$ cat config.mk
export PLATFORM = sky130hd
export DESIGN_NAME = fifo_rd
export DESIGN_NICKNAME = d
export VERILOG_FILES = /design/src/rtl/fifo_rd.sv
export SDC_FILE = /design/constraint.sdc
export NUM_CORES = 1
export LEC_CHECK = 0
export CAP_MARGIN = 20
export CELL_PAD_IN_SITES_DETAIL_PLACEMENT = 1
export CELL_PAD_IN_SITES_GLOBAL_PLACEMENT = 1
export CORE_UTILIZATION = 29
export DETAILED_ROUTE_END_ITERATION = 10
export GPL_TIMING_DRIVEN = 0
export PLACE_DENSITY_LB_ADDON = 0.05
export SLEW_MARGIN = 10
export SYNTH_ARGS = -nofsm -noshare
export SYNTH_HDL_FRONTEND = slang
export SYNTH_SLANG_ARGS = --single-unit
$ cat constraint.sdc
create_clock -name clk_100m -period 1.65 [get_ports clk_100m]
set_clock_uncertainty 0.1 [all_clocks]
set_input_delay 0.165 -clock clk_100m [delete_from_list [all_inputs] [get_ports clk_100m]]
set_output_delay 0.165 -clock clk_100m [all_outputs]
set_load 0.005 [all_outputs]
$ cat src/rtl/fifo_rd.sv
// fifo_rd - read-side controller for the 8-bit test FIFO.
//
// Waits for the FIFO to report full and then drains it in one burst with a
// registered rd_en. Every returned word is presented on dout with a one-cycle
// dout_vld strobe. The module then returns to idle.
//
// Optional checker: define FIFO_RD_CHK_EN to compare each captured word against
// an incrementing byte sequence. On a mismatch the expected value resynchronises
// to the received word. Without the macro, err and err_cnt are tied to 0.
//
// Parameters:
//   RD_LATENCY   FIFO read latency, rd_en sampled high -> rd_data valid (1..3)
//   ERR_CNT_W    width of the saturating mismatch counter
//
// Ports:
//   clk_100m      in   system clock
//   rst_n         in   asynchronous active-low reset
//   full          in   FIFO full flag (asynchronous, synchronised here)
//   empty         in   FIFO empty flag
//   almost_empty  in   FIFO almost-empty flag (at most one word left)
//   rd_data[7:0]  in   FIFO read data
//   rd_en         out  FIFO read enable (registered)
//   dout[7:0]     out  captured read word
//   dout_vld      out  one-cycle strobe per captured word
//   busy          out  high while a burst is in READ or DRAIN
//   burst_done    out  one-cycle pulse at the end of a burst
//   err           out  sticky data-mismatch flag
//   err_cnt       out  saturating mismatch count
module fifo_rd #(
  parameter int RD_LATENCY = 1,
  parameter int ERR_CNT_W  = 16
) (
  input  logic                 clk_100m,
  input  logic                 rst_n,
  input  logic                 full,
  input  logic                 empty,
  input  logic                 almost_empty,
  input  logic [7:0]           rd_data,
  output logic                 rd_en,
  output logic [7:0]           dout,
  output logic                 dout_vld,
  output logic                 busy,
  output logic                 burst_done,
  output logic                 err,
  output logic [ERR_CNT_W-1:0] err_cnt
);

  typedef enum logic [1:0] {S_IDLE, S_READ, S_DRAIN} state_t;

  // The DRAIN counter runs from RD_LATENCY-1 down to 0, so DRAIN lasts
  // RD_LATENCY cycles. That is long enough for the last read's data to be
  // captured. Two bits cover the legal latency range.
  localparam logic [1:0] DRAIN_LOAD = 2'(RD_LATENCY - 1);

  state_t                state_q, state_d;
  logic                  full_d0_q, full_d1_q;
  logic                  rd_en_q, rd_en_d;
  logic                  burst_done_q, burst_done_d;
  logic [1:0]            drain_cnt_q, drain_cnt_d;
  logic [RD_LATENCY-1:0] pipe_q, pipe_d;
  logic                  strobe;
  logic [7:0]            dout_q, dout_d;
  logic                  dout_vld_q, dout_vld_d;

  // Shift register of issued reads. Its last stage marks the cycle in which
  // rd_data holds the word for a read issued RD_LATENCY edges earlier.
  if (RD_LATENCY == 1) begin : g_pipe_1
    assign pipe_d = rd_en_q;
  end else begin : g_pipe_n
    assign pipe_d = {pipe_q[RD_LATENCY-2:0], rd_en_q};
  end
  assign strobe = pipe_q[RD_LATENCY-1];

  // State register and all other control/data flops.
  always_ff @(posedge clk_100m or negedge rst_n) begin
    if (!rst_n) begin
      state_q      <= S_IDLE;
      full_d0_q    <= 1'b0;
      full_d1_q    <= 1'b0;
      rd_en_q      <= 1'b0;
      burst_done_q <= 1'b0;
      drain_cnt_q  <= 2'd0;
      pipe_q       <= '0;
      dout_q       <= 8'h00;
      dout_vld_q   <= 1'b0;
    end else begin
      state_q      <= state_d;
      full_d0_q    <= full;
      full_d1_q    <= full_d0_q;
      rd_en_q      <= rd_en_d;
      burst_done_q <= burst_done_d;
      drain_cnt_q  <= drain_cnt_d;
      pipe_q       <= pipe_d;
      dout_q       <= dout_d;
      dout_vld_q   <= dout_vld_d;
    end
  end

  // Next-state logic.
  always_comb begin
    state_d = state_q;
    unique case (state_q)
      S_IDLE:  if (full_d1_q && !empty)     state_d = S_READ;
      S_READ:  if (almost_empty || empty)   state_d = S_DRAIN;
      S_DRAIN: if (drain_cnt_q == 2'd0)     state_d = S_IDLE;
      default:                              state_d = S_IDLE;
    endcase
  end

  // Next values of the registered FSM outputs.
  always_comb begin
    rd_en_d      = 1'b0;
    burst_done_d = 1'b0;
    drain_cnt_d  = drain_cnt_q;
    unique case (state_q)
      S_IDLE: begin
        rd_en_d = full_d1_q && !empty;
      end
      S_READ: begin
        // Stop one word early. The read issued on this edge takes the last
        // word, so rd_en is never high while empty is sampled.
        rd_en_d     = !(almost_empty || empty);
        drain_cnt_d = DRAIN_LOAD;
      end
      S_DRAIN: begin
        if (drain_cnt_q == 2'd0) burst_done_d = 1'b1;
        else                     drain_cnt_d  = drain_cnt_q - 2'd1;
      end
      default: begin
        rd_en_d = 1'b0;
      end
    endcase
  end

  // Capture path: dout holds its value between words.
  always_comb begin
    dout_vld_d = strobe;
    dout_d     = strobe ? rd_data : dout_q;
  end

  assign rd_en      = rd_en_q;
  assign dout       = dout_q;
  assign dout_vld   = dout_vld_q;
  assign busy       = (state_q != S_IDLE);
  assign burst_done = burst_done_q;

`ifdef FIFO_RD_CHK_EN
  logic [7:0]           exp_q, exp_d;
  logic                 err_q, err_d;
  logic [ERR_CNT_W-1:0] err_cnt_q, err_cnt_d;

  always_ff @(posedge clk_100m or negedge rst_n) begin
    if (!rst_n) begin
      exp_q     <= 8'h00;
      err_q     <= 1'b0;
      err_cnt_q <= '0;
    end else begin
      exp_q     <= exp_d;
      err_q     <= err_d;
      err_cnt_q <= err_cnt_d;
    end
  end

  // Check the word that is being captured on this edge. After a mismatch,
  // continue from the received value so one bad word counts only once.
  always_comb begin
    exp_d     = exp_q;
    err_d     = err_q;
    err_cnt_d = err_cnt_q;
    if (strobe) begin
      if (rd_data == exp_q) begin
        exp_d = exp_q + 8'd1;
      end else begin
        err_d = 1'b1;
        exp_d = rd_data + 8'd1;
        if (err_cnt_q != {ERR_CNT_W{1'b1}}) err_cnt_d = err_cnt_q + 1'b1;
      end
    end
  end

  assign err     = err_q;
  assign err_cnt = err_cnt_q;
`else
  assign err     = 1'b0;
  assign err_cnt = '0;
`endif

endmodule
# Word level (Yosys, flattened, before mapping)
# Index checks and enable logic that the tools add are counted.
# word_totals
regBits	18
in_bits	13
output_inout_bits	29
elab_cells	35
# classes
add_sub_neg	1
n_eq_ne	6
mux	9
reduce_logical	10
# op_table
cell	n
$mux 2	4
$ne 2x2->1 const B	4
$pmux 2 s3	1
$logic_not 2->1	2
$pmux 2 s2	1
$reduce_bool 2->1	2
$reduce_and 3->1	1
$eq 2x1->1 const B	1
$eq 2x2->1 const B	1
$logic_not 1->1	2
$mux 1	2
$pmux 1 s2	1
$reduce_and 2->1	1
$sub 2x1->2 const B	1
$logic_and 1x1->1	1
$logic_or 1x1->1	1

# Logic depth before layout (Yosys ltp)
# logic_depth
word_depth	4
depth_mapped	5
depth_no_buf	5

# Worst setup path before layout
# Ideal clock, no wire load.
# synth_path
kind	reg2reg
startpoint	register drain_cnt_q[0]
endpoint	register drain_cnt_q[0]
setup_ps	121
arrival_ps	1013
t_required_ps	1429
slack_ps	416
stages_incl_launch_ff	6
n_path_buf	0
synth_period_minus_slack_ps	1234
path_cell_list	dfrtp_1 -> inv_1 -> ha_1 -> nor3_1 -> a21o_1 -> a22o_1
# synth_via
elab_chain_len	3
word_cells_on_any_way	6
cone_classes	add/sub (1); eq/ne (1); mux (2); reduce/logical (2)
# synth_lines
element	line	rtl
start, declared	59	logic [1:0] drain_cnt_q, drain_cnt_d;
start signal, assigned	92	drain_cnt_q <= drain_cnt_d;
$sub 2x1->2 or $logic_not 2->1 (tied branches)	127, 126	
$mux 2 or $ne 2x2->1 (tied branches)	--	
$pmux 2 s2 or $reduce_and 2->1 (tied branches)	--	
# Parallel ways exist; a longest one is shown, timed or not. The select of a mux whose other input is x is not followed.
# A chain may end at the register's enable or synchronous reset.

# Worst setup path in the final report
# layout_path
startpoint	register state_q[0]
endpoint	output port busy
# layout_via
elab_chain_len	1
# layout_lines
element	line	rtl
start, declared	55	state_t state_q, state_d;
start signal, assigned	87	state_q <= state_d;
$reduce_bool 2->1	144	assign busy = (state_q != S_IDLE);
end, declared	42	output logic busy,
# Every way passes these cells.

==> tab_implementation.tex <==
\begin{tabular}{lr}
\hline
Metric & Value \\
\hline
\multicolumn{2}{l}{\textbf{Critical path}} \\
Arrival time reported for the critical path endpoint & 1.32 ns \\
Worst setup slack for register-to-register paths & 0.32 ns \\
Worst setup path class & register to output pin \\
Endpoint of the worst register-to-register path & drain\_cnt\_q[0] \\
Register-to-Register Path Depth & 5 \\
Launch instance of the worst register-to-register path & drain\_cnt\_q[0] \\
Worst Path Max Fanout & 10 \\
Element type at the critical path start & register \\
Type of element capturing the critical path & output pin \\
Worst Path Required & 1.38 ns \\
\multicolumn{2}{l}{\textbf{Finish}} \\
Total Nets Final & 128 \\
Final design instance area without fill & 1220 um\^{}2 \\
Number of fill cells & 310 \\
Layout cell share with drive strength beyond 1 & 0.3186 \\
Area grow syn2layout & 45.52\% \\
Sequential cell area & 450.4 um\^{}2 \\
\# diodes & 0 \\
Total area of multi-input combinational cells & 287.8 um\^{}2 \\
\multicolumn{2}{l}{\textbf{Timing}} \\
TNS Setup & 0 ns \\
Final Slew Violations & 0 \\
Top achievable clock speed & 632.0 MHz \\
Final worst hold slack & 0.2036 ns \\
Time the final worst path needs with I/O delays and setup & 1.582 ns \\
Crit share post-route & 0.9590 \\
Setup-violating endpoint count in the final report & 0 \\
Least-Margin Pin Slew & 0.8124 ns \\
Number of endpoints with negative hold slack in the final report & 0 \\
Worst slew margin relative to its limit & 0.4567 \\
RSZ-0062 raised after global routing & no \\
\multicolumn{2}{l}{\textbf{Synth}} \\
Mean Syn Cell Area & 12.33 um\^{}2 \\
Cell type with the largest total area after synthesis & sky130\_fd\_sc\_hd\_\_dfrtp\_1 \\
Most numerous cell types in the synthesized netlist & sky130\_fd\_sc\_hd\_\_dfrtp\_1 (18), sky130\_fd\_sc\_hd\_\_buf\_4 (17), sky130\_fd\_sc\_hd\_\_mux2\_2 (8), sky130\_fd\_sc\_hd\_\_nor2\_1 (4), sky130\_fd\_sc\_hd\_\_inv\_1 (3) \\
Predominant post-synthesis flop cell & sky130\_fd\_sc\_hd\_\_dfrtp\_1 \\
Fraction of the yosys area taken by sequential cells & 0.5373 \\
Number of warnings reported in the yosys synthesis log & 0 \\
Cells after Synth & 68 \\
Biggest area contributors in the synthesized netlist & sky130\_fd\_sc\_hd\_\_dfrtp\_1 (54\%), sky130\_fd\_sc\_hd\_\_buf\_4 (15\%), sky130\_fd\_sc\_hd\_\_mux2\_2 (11\%), sky130\_fd\_sc\_hd\_\_a2111oi\_2 (3.6\%), sky130\_fd\_sc\_hd\_\_a22o\_1 (2.1\%) \\
Number of enable flip-flop cells after synthesis & 0 \\
Distinct cells, synth & 18 \\
Asr flop ratio synth & 1.000 \\
Dominant cell by count in the synthesized netlist & sky130\_fd\_sc\_hd\_\_dfrtp\_1 \\
Cell area after synthesis & 838.3 um\^{}2 \\
Area share of the leading cell type in the synthesized netlist & 0.5373 \\
Number of flip-flops and latches in the synthesized netlist & 18 \\
\multicolumn{2}{l}{\textbf{Clock network}} \\
TritonCTS Buffers & 3 \\
Number of clock sinks & 18 \\
Maximum level of the CTS H-tree & 1 \\
Worst skew pair latency & 0.29 ns \\
Maximum buffer depth of the clock tree & 2 \\
Clock root buffer master & sky130\_fd\_sc\_hd\_\_clkbuf\_4 \\
Clock Pin Slew Worst Setup and Hold Paths & 0.11 ns \\
CTS tree & done \\
\multicolumn{2}{l}{\textbf{Place}} \\
Area after detailed placement & 1177 um\^{}2 \\
Gpl congestion & 0.6294 \\
Port Buf Inserts & 24 \\
\multicolumn{2}{l}{\textbf{Route}} \\
Remaining antenna violation count & 0 \\
Routed length per placed instance & 11.15 um \\
Count of TritonRoute iterations in the first routing pass & 2 \\
Final wirelength & 1.606 mm \\
Mean number of vias per cell & 4.014 \\
DR DRC count & 0 \\
Count of routing violations after the opening detailed-route iteration & 6 \\
Detailed-route via count & 578 \\
\multicolumn{2}{l}{\textbf{Pwr}} \\
Maximum ir drop on the vdd rail & 0.5310 mV \\
PD cells & 902.7 nW/um\^{}2 \\
Total leakage power & 0.6111 nW \\
Total power consumption of the routed design & 1.101 mW \\
\multicolumn{2}{l}{\textbf{Run status}} \\
Result of the run & completed \\
\multicolumn{2}{l}{\textbf{Global route}} \\
Aggregate global routing overflow & 0 \\
Via count of the first global-routing pass & 505 \\
Number of antenna violations at the first check in global routing & 0 \\
Maximum number of pins on one net before global-route repair & 19 \\
GRT Overall Usage & 0.1094 \\
Wire length of the first global-routing pass & 2.559 mm \\
\multicolumn{2}{l}{\textbf{Floorplan}} \\
Placement row count & 19 \\
DIE WIDTH & 55.77 um \\
Initial core utilization & 0.3040 \\
Floorplan die height & 55.77 um \\
Count of boundary I/O pins & 42 \\
DIE AREA & 3110 um\^{}2 \\
Core Footprint & 2758 um\^{}2 \\
\multicolumn{2}{l}{\textbf{Flow run}} \\
Count of max-cap constraint violations & 0 \\
\multicolumn{2}{l}{\textbf{Worst hold path}} \\
Source of the worst hold timing path & full \\
Hold Path Cell Cnt & 1 \\
Hold worst-path end & full\_d0\_q \\
Type of the most critical hold path & input pin to register \\
\hline
\end{tabular}
## placed cells by master, fill, tap and decap left out, drive strengths merged
cell type,instances
a2111oi,2
a21o,2
a21oi,1
a22o,2
buf,21
clkbuf,4
clkdlybuf4s50,23
conb,17
dfrtp,18
dlygate4sd2,1
ha,1
inv,3
mux2,8
nand2,2
nor2,4
nor3,1
nor3b,1
o31ai,1
or2,1
## timing repair
| item | 4_1_cts | 5_1_grt |
|---|---|---|
| setup buffers | 1 | 0 |
| setup endpoints to repair | 1 | 0 |
| gates resized for setup | 1 | 0 |
| endpoints found under the hold margin | 0 | 0 |
| hold buffers | 0 | 0 |
## report_power, final
| part | total (mW) | internal (mW) | switching [mW] |
|---|---|---|---|
| Sequential | 0.532 | 0.503 | 0.0290 |
| Clock | 0.274 | 0.134 | 0.140 |
| Combinational | 0.295 | 0.200 | 0.0954 |
## worst max path at each step
stage | cells past startpoint | from | to | slack [ns]
after floorplan | 5 | drain_cnt_q[0] | drain_cnt_q[0] | 0.42
after global placement | 3 | state_q[0] | busy | 0.20
after detailed placement | 3 | state_q[0] | busy | 0.19
after CTS | 3 | state_q[0] | busy | 0.05
after global routing | 3 | state_q[0] | busy | 0.007
final | 3 | state_q[0] | busy | 0.07
## state kept, by name, summed over array words and instances, names as in the netlist
name	count
dout	8
dout_vld	1
full_d1_q	1
drain_cnt_q	2
state_q	2
rd_en	1
burst_done	1
dout_vld_d	1
full_d0_q	1
## final cells by class
type / count / area share
Timing Repair Buffer: 25 / 0.2021
Clock buffer: 4 / 0.02974
Multi-Input combinational cell: 43 / 0.2359
Sequential cell: 18 / 0.3692
Inverter: 3 / 0.009231
Tap cell: 31 / 0.03179
Buffer: 20 / 0.1221
## layer usage
layer / vias up / GRT usage / wire length [um]
li1: 282 / - / -
met3: 2 / 0.02093 / 122
met5: - / 0 / 0
met1: 270 / 0.1454 / 647
met2: 24 / 0.1652 / 816
met4: 0 / 0.06429 / 19
## logic make-up (layout without fill, tap and decap cells)
family	after synthesis	count (layout)	share of synthesized area
muxes	8	8	0.1075
and+or+nand+nor	9	9	0.04925
DFF	18	18	0.5373
buffers and inverters	23	52	0.1910
other	1	17	0.004473
AOI/OAI and AO/OA	8	8	0.09551
adders and majority gates	1	1	0.01492
## metrics by stage
| stage | utilization | setup slack, ns | cells |
|---|---|---|---|
| after global routing | 0.4424 | 0.006738 | 144 |
| after floorplan | - | 0.4164 | 84 |
| after detailed placement | 0.4270 | 0.1895 | 139 |
| after CTS | 0.4424 | 0.05028 | 144 |
| after global placement | 0.4270 | 0.1965 | 139 |
| final | 0.4424 | 0.06769 | 144 |
## critical path, cell delays in order, from the launching register on
cell and delay [ns]:
sky130_fd_sc_hd__dfrtp_1 0.41, sky130_fd_sc_hd__buf_6 0.15, sky130_fd_sc_hd__or2_1 0.21, sky130_fd_sc_hd__dlygate4sd2_1 0.26
Note: power is estimated with default switching activity, not from simulation.
